$ cat src/rtl/uacc_pkg.sv
// Shared types and helpers for the border unary accumulator.
// Window length and saturation bounds are derived from the operand and accumulator widths.
package uacc_pkg;

    typedef enum logic [1:0] {
        IDLE,
        ACCUM,
        WAIT_PSUM,
        OUT
    } uacc_state_t;

    localparam int WIDTH_DEF = 8;
    localparam int ACCW_DEF  = 16;

    // Temporal window: one cycle per magnitude step of a sign-magnitude operand.
    function automatic int win_len(input int width);
        return 1 << (width - 1);
    endfunction

    function automatic int sat_hi(input int accw);
        return (1 << (accw - 1)) - 1;
    endfunction

    function automatic int sat_lo(input int accw);
        return -(1 << (accw - 1));
    endfunction

endpackage

$ cat src/rtl/sat_add.sv
// Signed partial sum plus a sign/magnitude term, clamped to the accumulator range.
// Latency: combinational. Backpressure: none.
// Magnitude width must not exceed the accumulator width.
module sat_add
    import uacc_pkg::*;
#(
    parameter int ACCW = ACCW_DEF,
    parameter int MAGW = WIDTH_DEF
) (
    input  logic signed [ACCW-1:0] a,
    input  logic        [MAGW-1:0] mag,
    input  logic                   neg,
    output logic signed [ACCW-1:0] sum
);

    localparam int HI_I = sat_hi(ACCW);
    localparam int LO_I = sat_lo(ACCW);
    localparam logic signed [ACCW:0] HI = HI_I[ACCW:0];
    localparam logic signed [ACCW:0] LO = LO_I[ACCW:0];

    logic signed [ACCW:0] a_ext;
    logic signed [ACCW:0] m_ext;
    logic signed [ACCW:0] raw;

    // One guard bit is enough: |mag| <= 2^(ACCW-1) keeps raw inside ACCW+1 bits.
    always_comb begin
        a_ext = {a[ACCW-1], a};
        m_ext = {{(ACCW + 1 - MAGW){1'b0}}, mag};
        if (neg) begin
            m_ext = -m_ext;
        end
        raw = a_ext + m_ext;
        if (raw > HI) begin
            sum = HI[ACCW-1:0];
        end else if (raw < LO) begin
            sum = LO[ACCW-1:0];
        end else begin
            sum = raw[ACCW-1:0];
        end
    end

endmodule

$ cat src/rtl/uacc_border.sv
// Counts product bits over one 2^(WIDTH-1)-cycle window, signs them, adds the upstream psum.
// Latency: init in cycle 0 -> psum accepted from cycle N+1 -> o_psum_valid from cycle N+2.
// Backpressure: o_psum held in OUT until i_psum_ready; upstream stalls until WAIT_PSUM.
module uacc_border
    import uacc_pkg::*;
#(
    parameter int WIDTH = WIDTH_DEF,
    parameter int ACCW  = ACCW_DEF
) (
    input  logic                   clock,
    input  logic                   rst_n,
    input  logic                   init,
    input  logic                   clr,
    input  logic                   i_bit,
    input  logic                   i_sign,
    input  logic signed [ACCW-1:0] i_psum,
    input  logic                   i_psum_valid,
    output logic                   o_psum_ready,
    output logic signed [ACCW-1:0] o_psum,
    output logic                   o_psum_valid,
    input  logic                   i_psum_ready,
    output logic                   o_overrun
);

    localparam int N      = win_len(WIDTH);
    localparam int LAST_I = N - 1;
    localparam logic [WIDTH-1:0] LAST = LAST_I[WIDTH-1:0];

    uacc_state_t state;
    uacc_state_t state_d;

    logic [WIDTH-1:0]       win_cnt;
    logic [WIDTH-1:0]       bit_cnt;
    logic                   sign_q;
    logic                   psum_take;
    logic                   busy;
    logic                   win_start;
    logic signed [ACCW-1:0] sum_sat;

    assign busy      = (state == WAIT_PSUM) || (state == OUT);
    assign win_start = init && !clr && ((state == IDLE) || (state == ACCUM));
    assign psum_take = o_psum_ready && i_psum_valid;

    always_ff @(posedge clock or negedge rst_n) begin
        if (!rst_n) begin
            state <= IDLE;
        end else begin
            state <= state_d;
        end
    end

    // Handshake outputs are masked by clr so an aborted cycle never completes a transfer.
    always_comb begin
        state_d      = state;
        o_psum_ready = 1'b0;
        o_psum_valid = 1'b0;
        unique case (state)
            IDLE: begin
                if (init) begin
                    state_d = ACCUM;
                end
            end
            ACCUM: begin
                if (!init && (win_cnt == LAST)) begin
                    state_d = WAIT_PSUM;
                end
            end
            WAIT_PSUM: begin
                o_psum_ready = 1'b1;
                if (i_psum_valid) begin
                    state_d = OUT;
                end
            end
            OUT: begin
                o_psum_valid = 1'b1;
                if (i_psum_ready) begin
                    state_d = IDLE;
                end
            end
        endcase
        if (clr) begin
            state_d      = IDLE;
            o_psum_ready = 1'b0;
            o_psum_valid = 1'b0;
        end
    end

    always_ff @(posedge clock or negedge rst_n) begin
        if (!rst_n) begin
            win_cnt   <= '0;
            bit_cnt   <= '0;
            sign_q    <= 1'b0;
            o_psum    <= '0;
            o_overrun <= 1'b0;
        end else begin
            o_overrun <= init && !clr && busy;
            if (clr) begin
                win_cnt <= '0;
                bit_cnt <= '0;
            end else if (win_start) begin
                win_cnt <= '0;
                bit_cnt <= '0;
                sign_q  <= i_sign;
            end else if (state == ACCUM) begin
                win_cnt <= win_cnt + 1'b1;
                bit_cnt <= bit_cnt + {{(WIDTH - 1){1'b0}}, i_bit};
            end
            if (psum_take) begin
                o_psum <= sum_sat;
            end
        end
    end

    sat_add #(
        .ACCW (ACCW),
        .MAGW (WIDTH)
    ) u_sat_add (
        .a   (i_psum),
        .mag (bit_cnt),
        .neg (sign_q),
        .sum (sum_sat)
    );

endmodule

$ cat config.mk
export PLATFORM = sky130hd
export DESIGN_NAME = uacc_border
export DESIGN_NICKNAME = d
export VERILOG_FILES = /design/src/rtl/uacc_pkg.sv /design/src/rtl/sat_add.sv /design/src/rtl/uacc_border.sv
export SDC_FILE = /design/constraint.sdc
export NUM_CORES = 1
export LEC_CHECK = 0
export CAP_MARGIN = 20
export CORE_MARGIN = 1
export CORE_UTILIZATION = 48
export DETAILED_ROUTE_END_ITERATION = 6
export PLACE_DENSITY = 0.83
export RECOVER_POWER = 25
export SYNTH_ARGS = -nofsm -noshare
export SYNTH_HDL_FRONTEND = slang
export SYNTH_SLANG_ARGS = --single-unit
$ cat constraint.sdc
create_clock -name clock -period 4.7 [get_ports clock]
set_input_delay 1.41 -clock clock [delete_from_list [all_inputs] [get_ports clock]]
set_output_delay 1.41 -clock clock [all_outputs]
set_load 0.05 [all_outputs]
==> run metrics, run 1 <==
status finished with violations; failing checks max-capacitance violations, max-slew violations; Worst Setup End Kind output pin; main flop type after synthesis dfrtp_1; Post-synth EDFFs 0; Final min period 4.337 ns; worst reg2reg path depth 14; TNS Setup 0 ns; total track usage between 20% and 30%; Hold Path Depth 2; Core Area roughly 6000 um^2; flip-flop and latch count after synthesis 36; Worst IR Drop VDD about 0.00033 V; mean post-synth cell area around 9.1 um^2; buffer count from post-CTS setup fixing 0; clk_lat worst skew slightly below 0.3 ns; top cells by area in the synthesized netlist dfrtp_1, ha_1, nand2_1; CP max-delay cell clkdlybuf4s50_1; cts bufs inserted 5; CP most frequent cell clkdlybuf4s50_1; first-pass GRT wire length about 10000 um; residual DRC count 0; RR Startpoint bit_cnt[1]; Fmax achieved around 230 MHz; min-delay src o_psum[1]; PostCTS Resize Cnt 0; Area Growth Syn to Fin 19.87%; CP Max Fanout 7; crit path buf inv count 2; number of hold buffers added after CTS 0; pwr dens roughly 460 nW/um^2; R2R setup slack 0.72 ns; largest net degree at the start of global routing 37; Initial DRT Pass Iterations 4; cell family with most CP delay buffers and inverters; Hold EP o_psum[1]; distinct cell type count after synthesis 56; Hold Crit Class flip-flop to flip-flop; total power draw approximately 0.0016 W; Via density around 5.6; Initial Util 49.53%; # fillers 485; Post-Syn Area between 2000 and 3000 um^2; minimum hold slack between 0.4 and 0.5 ns; remaining global-route overflow 0; Leak ~1.6 nW; DP HPWL around 4700 um; Port Buf Inserts 42; count of nets after finishing between 400 and 500; layout cells sized above 1 a little over 9%; ys async rst share 100.0%; setup violators final 0; post-route ant nets 0; critical path type input pin to output pin; post-synthesis net count around 370; Setup WS pre-CTS roughly 0.23 ns; register area share after synthesis 30.90%; largest area contributor in the synthesized netlist dfrtp_1; Max Root-Sink Buffers 2; vias in the first global route approximately 2400; yosys warns 0; Post-Synthesis Cells 322; standard-cell rows 28; Slew Limit Fails 37; Die Wd 79.93 um; die height approximately 80 um; routed via count approximately 2400; top-area cell type share of the netlist area 30.90%; die area around 6400 um^2; CTS tree done; Tcrit/Tclk final between 90 and 100%; Post-Route WL a little over 6000 um; clk slew on worst S/H paths roughly 0.080 ns; crit-path max cell delay ~0.83 ns; DRT iter0 DRCs 144; CP Launch Type input pin; final hold viol count 0; Routability Congestion ~0.9; RSZ-0062 raised after global routing no; data required time of the worst path around 3.3 ns; H-tree levels 2; R2R Path End o_psum[9]; slew of the pin with the lowest slew margin between 1.5 and 2 ns; drt wl/cell ~14 um; Clock Sinks 36; I/O Pins 43; arrival time worst endpoint 2.93 ns; Diodes inserted 0; worst relative slew slack -26.73%; Clock Skews a little under 0.006 ns; setup ws final 0.3628 ns; Worst setup startpoint clr; CTS Root Cell clkbuf_8; CP Cell Sequence clkdlybuf4s50_1, nor2b_1, clkdlybuf4s50_1; Max Cap Violations 1; initial antenna violation count 0
==> cells in the final DEF, fill, tap and decap left out, types with 3 or more instances in the layout <==
cell type,Yosys,layout
o211ai_2,5,5
nand3_1,12,12
nor3_1,4,4
nor2_1,29,29
mux2i_1,5,5
o21ai_0,13,13
buf_4,0,5
or3_1,3,3
a31oi_1,3,3
dfrtp_1,36,36
inv_1,11,11
clkdlybuf4s50_1,0,40
o21ai_1,14,14
nand4_1,4,4
xnor2_1,14,14
nand2_1,38,38
clkbuf_8,0,5
a21o_1,8,8
a21oi_1,20,20
xor2_1,14,14
and3_1,7,7
a21boi_0,3,3
ha_1,27,27
a211o_1,3,3
==> where the power goes <==
group	total, W	switching, W	leakage [nW]	internal, W
clock network	0.000284	0.000124	0.0548	0.000160
registers	0.000455	0.0000642	0.479	0.000390
logic	0.000885	0.000554	1.06	0.000331
total	0.00162	0.000741	1.59	0.000881
==> worst reg2reg max path: stages, from the launching register on <==
cell and delay, ns:
dfrtp_1 0.45, inv_1 0.10, ha_1 0.18, or4b_4 0.50
o21ai_0 0.21, xnor2_1 0.10, ha_1 0.40, o21a_1 0.16
o21ai_0 0.15, o311ai_2 0.49, a31oi_1 0.27, xnor2_4 0.44
buf_4 0.24, nand3_4 0.10, nand3_1 0.12
==> state kept, by name, summed over array words and instances (netlist names) <==
register,count
state,2
win_cnt,8
o_overrun,1
bit_cnt,8
o_psum,16
sign_q,1
==> synth_stat cells, types with 2 or more instances <==
cell	n
nand2_1	38
dfrtp_1	36
nor2_1	29
ha_1	27
a21oi_1	20
o21ai_1	14
xnor2_1	14
xor2_1	14
o21ai_0	13
nand3_1	12
inv_1	11
a21o_1	8
and3_1	7
clkbuf_1	7
mux2i_1	5
o211ai_2	5
nand4_1	4
nor3_1	4
a211o_1	3
a21boi_0	3
a31oi_1	3
buf_6	3
or3_1	3
a21oi_2	2
a221oi_1	2
buf_2	2
nor2b_1	2
o21bai_1	2
o41a_1	2
==> how the worst max path moves through the flow <==
stage / to / slack, ns / cells after the start
final: o_psum_valid / 0.36 / 3
after global routing: o_psum_valid / 0.32 / 3
after CTS: o_psum_valid / 0.37 / 3
after detailed placement: o_psum[8] / 0.23 / 11
after global placement: o_psum[7] / 0.27 / 11
after floorplan: o_psum[12] / 0.98 / 10
==> metal layers <==
metal / vias to the layer above / share of wire [%] / global-route usage [%] / routed length [um]
met4: 0 / 3.0 / 8.929 / 180
met2: 59 / 49 / 34.62 / 2977
met5: - / 0 / 0 / 0
met3: 16 / 3.5 / 4.000 / 210
li1: 1226 / - / - / -
met1: 1138 / 44 / 24.64 / 2669
==> per-stage QoR <==
| stage | cells | util, % | cell area (um^2) |
|---|---|---|---|
| CTS | 437 | 59.31 | 3491 |
| detailed placement | 429 | 57.36 | 3376 |
| global placement | 429 | 57.36 | 3376 |
| global route | 438 | 59.38 | 3495 |
| floorplan | 322 | - | 2915 |
| finish | 438 | 59.38 | 3495 |
==> cell families (layout without fill, tap and decap cells) <==
kind of cell | Yosys count | after routing | share of synthesized area, %
and+or+nand+nor | 105 | 105 | 16.95
AOI/OAI and AO/OA | 91 | 91 | 23.09
DFF | 36 | 36 | 30.90
xor gates and xnor gates | 31 | 31 | 10.47
adders and majority gates | 28 | 28 | 12.27
buffers and inverters | 25 | 66 | 4.206
muxes | 6 | 6 | 2.103
==> final cells by class <==
cell class	instances	area (um^2)	area share [%]
clock buffers	5	68.82	1.969
repair buffers	47	451.7	12.93
clock inverters	3	46.29	1.325
inverters	11	41.29	1.182
well taps	75	93.84	2.685
flip-flops and latches	36	900.9	25.78
multi-input cells	261	1892	54.14
(Power assumes the default switching activity.)
==> inputs of run 2 (changes only) <==
ABC_AREA = 1   (was default)
GPL_TIMING_DRIVEN = 1   (was default)
PLACE_DENSITY = 0.82   (was 0.83)
==> run 2 against run 1 <==
Against the previous run:
- the flow still finishes with violations (max-capacitance violations, max-slew violations)
- worst setup slack gained 0.073 ns
- power grew 0.69%
- clock-buffer cell count grew 2
- non-clock buffer count shrank 4
- clock power shrank 16%
- critical path depth is the same
- highest routed layer unchanged
- largest cell class unchanged
- area after synthesis grew 6.4%
- sequential share of layout area shrank 1.1 points
- cell area grew 4.7%
- wire length grew 10%
==> run metrics, run 2 <==
yosys warns 0 (unchanged); vias in the first global route 2704 (was 2378); slew of the pin with the lowest slew margin 1.949 ns (was 1.901 ns); largest area contributor in the synthesized netlist dfrtp_1 (unchanged); Slew Limit Fails 37 (unchanged); Post-synth EDFFs 0 (unchanged); clk_lat worst skew 0.30 ns (was 0.29 ns); flip-flop and latch count after synthesis 36 (unchanged); RR Startpoint bit_cnt[4] (was bit_cnt[1]); main flop type after synthesis dfrtp_1 (unchanged); Port Buf Inserts 42 (unchanged); distinct cell type count after synthesis 36 (was 56); post-route ant nets 0 (unchanged); H-tree levels 2 (unchanged); count of nets after finishing 545 (was 414); status finished with violations (unchanged); Via density 4.863 (was 5.568); Max Root-Sink Buffers 2 (unchanged); CP Max Fanout 5 (was 7); worst reg2reg path depth 19 (was 14); R2R Path End o_psum[12] (was o_psum[9]); Clock Skews 0.01211 ns (was 0.005868 ns); Worst setup startpoint clr (unchanged); crit path to o_psum_valid (unchanged); Diodes inserted 0 (unchanged); TNS Setup 0 ns (unchanged); Largest Register o_psum (unchanged); data required time of the worst path 3.29 ns (about the same); ys async rst share 100.0% (unchanged); die height 82.39 um (was 79.93 um); drt wl/cell 11.70 um (was 13.79 um); Post-Route WL 6660 um (was 6038 um); worst relative slew slack -29.92% (was -26.73%); combinational fraction of design power 57.6% (was 54.5%); DRT iter0 DRCs 69 (was 144); Post-Syn Area 3102 um^2 (was 2915 um^2); Largest register FFs 16 (unchanged); cell with the most instances after synthesis nand2_1 (unchanged); I/O Pins 43 (unchanged); R2R setup slack 1.05 ns (was 0.72 ns); DP HPWL 5406 um (was 4689 um); failing checks max-capacitance violations, max-slew violations (unchanged); cell area after layout 3657 um^2 (was 3495 um^2); die area 6787 um^2 (was 6389 um^2); remaining global-route overflow 0 (unchanged); Final min period 4.265 ns (was 4.337 ns); initial antenna violation count 0 (unchanged); CP Launch Type input pin (unchanged); register area share after synthesis 29.04% (was 30.90%); most common library cell in the layout ignoring fill and taps nand2_1 (was clkdlybuf4s50_1); critical path type input pin to output pin (unchanged); final hold viol count 0 (unchanged); Internal 0.0008288 W (was 0.0008814 W); Clk pwr share 14.5% (was 17.5%); Worst IR Drop VDD 0.0003603 V (was 0.0003296 V); first-pass GRT wire length 11470 um (was 10380 um); commonest cells after routing, fill and taps aside nand2_1, inv_1, clkdlybuf4s50_1, dfrtp_1, nor2_1 (was clkdlybuf4s50_1, nand2_1, dfrtp_1, nor2_1, ha_1); top-area cell type share of the netlist area 29.04% (was 30.90%); Initial DRT Pass Iterations 4 (unchanged); Die Wd 82.39 um (was 79.93 um); Post-Synthesis Cells 450 (was 322); CTS tree done (unchanged); routed via count 2767 (was 2439); mean post-synth cell area 6.893 um^2 (was 9.054 um^2); total track usage 22.49% (was 20.30%); CTS Root Cell clkbuf_8 (unchanged); buffer count from post-CTS setup fixing 0 (unchanged); Net Sw Frac 49.28% (was 45.69%); Fmax achieved 234.5 MHz (was 230.6 MHz); setup violators final 0 (unchanged); pwr dens 446.8 nW/um^2 (was 464.4 nW/um^2); Tcrit/Tclk final 90.74% (was 92.28%); Synth top cells by count nand2_1, inv_1, dfrtp_1 (was nand2_1, dfrtp_1, nor2_1); arrival time worst endpoint 2.85 ns (was 2.93 ns); post-synthesis net count 502 (was 374); Worst Setup End Kind output pin (unchanged); Area Growth Syn to Fin 17.91% (was 19.87%); Core Area 6061 um^2 (was 5886 um^2); Flop pwr share 27.9% (was 28.0%); number of hold buffers added after CTS 0 (unchanged); PostCTS Resize Cnt 0 (unchanged); residual DRC count 0 (unchanged); cts bufs inserted 5 (unchanged); largest net degree at the start of global routing 37 (unchanged); Initial Util 51.18% (was 49.53%); Clock Sinks 36 (unchanged); RSZ-0062 raised after global routing no (unchanged); Leak 2.033 nW (was 1.592 nW); Hold Crit Class flip-flop to flip-flop (unchanged); clk slew on worst S/H paths 0.07 ns (was 0.08 ns); Routability Congestion 0.9285 (was 0.8789); Max Cap Violations 1 (unchanged); layout cells sized above 1 9.109% (was 9.091%); Placement Cell Area 3567 um^2 (was 3376 um^2); top cells by area in the synthesized netlist dfrtp_1, nand2_1, ha_1 (was dfrtp_1, ha_1, nand2_1); NetSw 0.0008052 W (was 0.0007415 W); standard-cell rows 28 (unchanged); top flop regs o_psum (16), bit_cnt (8), win_cnt (8) (unchanged)
run 2: cell types whose count changed after synthesis, moves of 11 or more:
cell	delta
o21ai_1	-13
a21oi_2	+11
nand2_1	+91
xnor2_1	-12
nand2_2	+13
inv_1	+72
run 2: cell families (layout without fill, tap and decap cells):
family	after synthesis	count (layout)	synth area share [%]
and+or+nand+nor	214	214	29.93
AOI/OAI and AO/OA	61	61	12.26
DFF	36	36	29.04
xor gates and xnor gates	18	18	5.083
adders and majority gates	28	28	11.54
buffers and inverters	93	137	12.14
run 2: how the worst min path moves through the flow:
stage	from	endpoint	slack [ns]	cells after the start
after CTS	o_psum[15]	o_psum[15]	0.49	2
after global routing	o_psum[1]	o_psum[1]	0.54	2
after detailed placement	o_psum[15]	o_psum[15]	0.47	2
after floorplan	state[1]	state[1]	0.50	2
final	o_psum[15]	o_psum[15]	0.48	2
after global placement	o_psum[0]	o_psum[0]	0.47	2
run 2: layout make-up:
| class | count | area, um^2 |
|---|---|---|
| fillers | 600 | 2404 |
| well taps | 75 | 93.84 |
| clock inverters | 1 | 7.507 |
| clock buffers | 7 | 86.33 |
| inverters | 86 | 322.8 |
| repair buffers | 43 | 421.7 |
| flip-flops and latches | 36 | 900.9 |
| multi-input cells | 321 | 1824 |
run 2: routing by layer:
layer / global-route usage [%] / vias up / wire (um) / share of wire (%)
met3: 4.066 / 8 / 183 / 2.7
met5: 0 / - / 0 / 0
met4: 7.018 / 0 / 96 / 1.4
met2: 40.58 / 39 / 3236 / 49
met1: 26.83 / 1234 / 3144 / 47
li1: - / 1486 / - / -
run 2: power groups by stage:
stage | clock network [W] | registers, W | logic, W
after global routing | 0.000260 | 0.000468 | 0.00104
after floorplan | 0 | 0.000672 | 0.000473
final | 0.000238 | 0.000455 | 0.000941
after CTS | 0.000243 | 0.000456 | 0.000949
after detailed placement | 0 | 0.000462 | 0.000946
after global placement | 0 | 0.000457 | 0.000922
run 2: critical path, cell delays in order:
cell and delay [ns]:
clkdlybuf4s50_1 0.48, nor2_1 0.15, clkdlybuf4s50_1 0.81
run 2: stage by stage:
stage / setup slack [ns] / cells / hold WS [ns] / utilization, % / power (W)
2_1_floorplan: 1.143 / 450 / 0.5027 / - / 0.001145
3_3_place_gp: 0.4738 / 561 / 0.4668 / 58.86 / 0.001378
3_5_place_dp: 0.4434 / 561 / 0.4738 / 58.86 / 0.001407
4_1_cts: 0.4305 / 569 / 0.4927 / 60.40 / 0.001648
5_1_grt: 0.3625 / 569 / 0.5386 / 60.34 / 0.001769
6_report: 0.4353 / 569 / 0.4845 / 60.34 / 0.001634
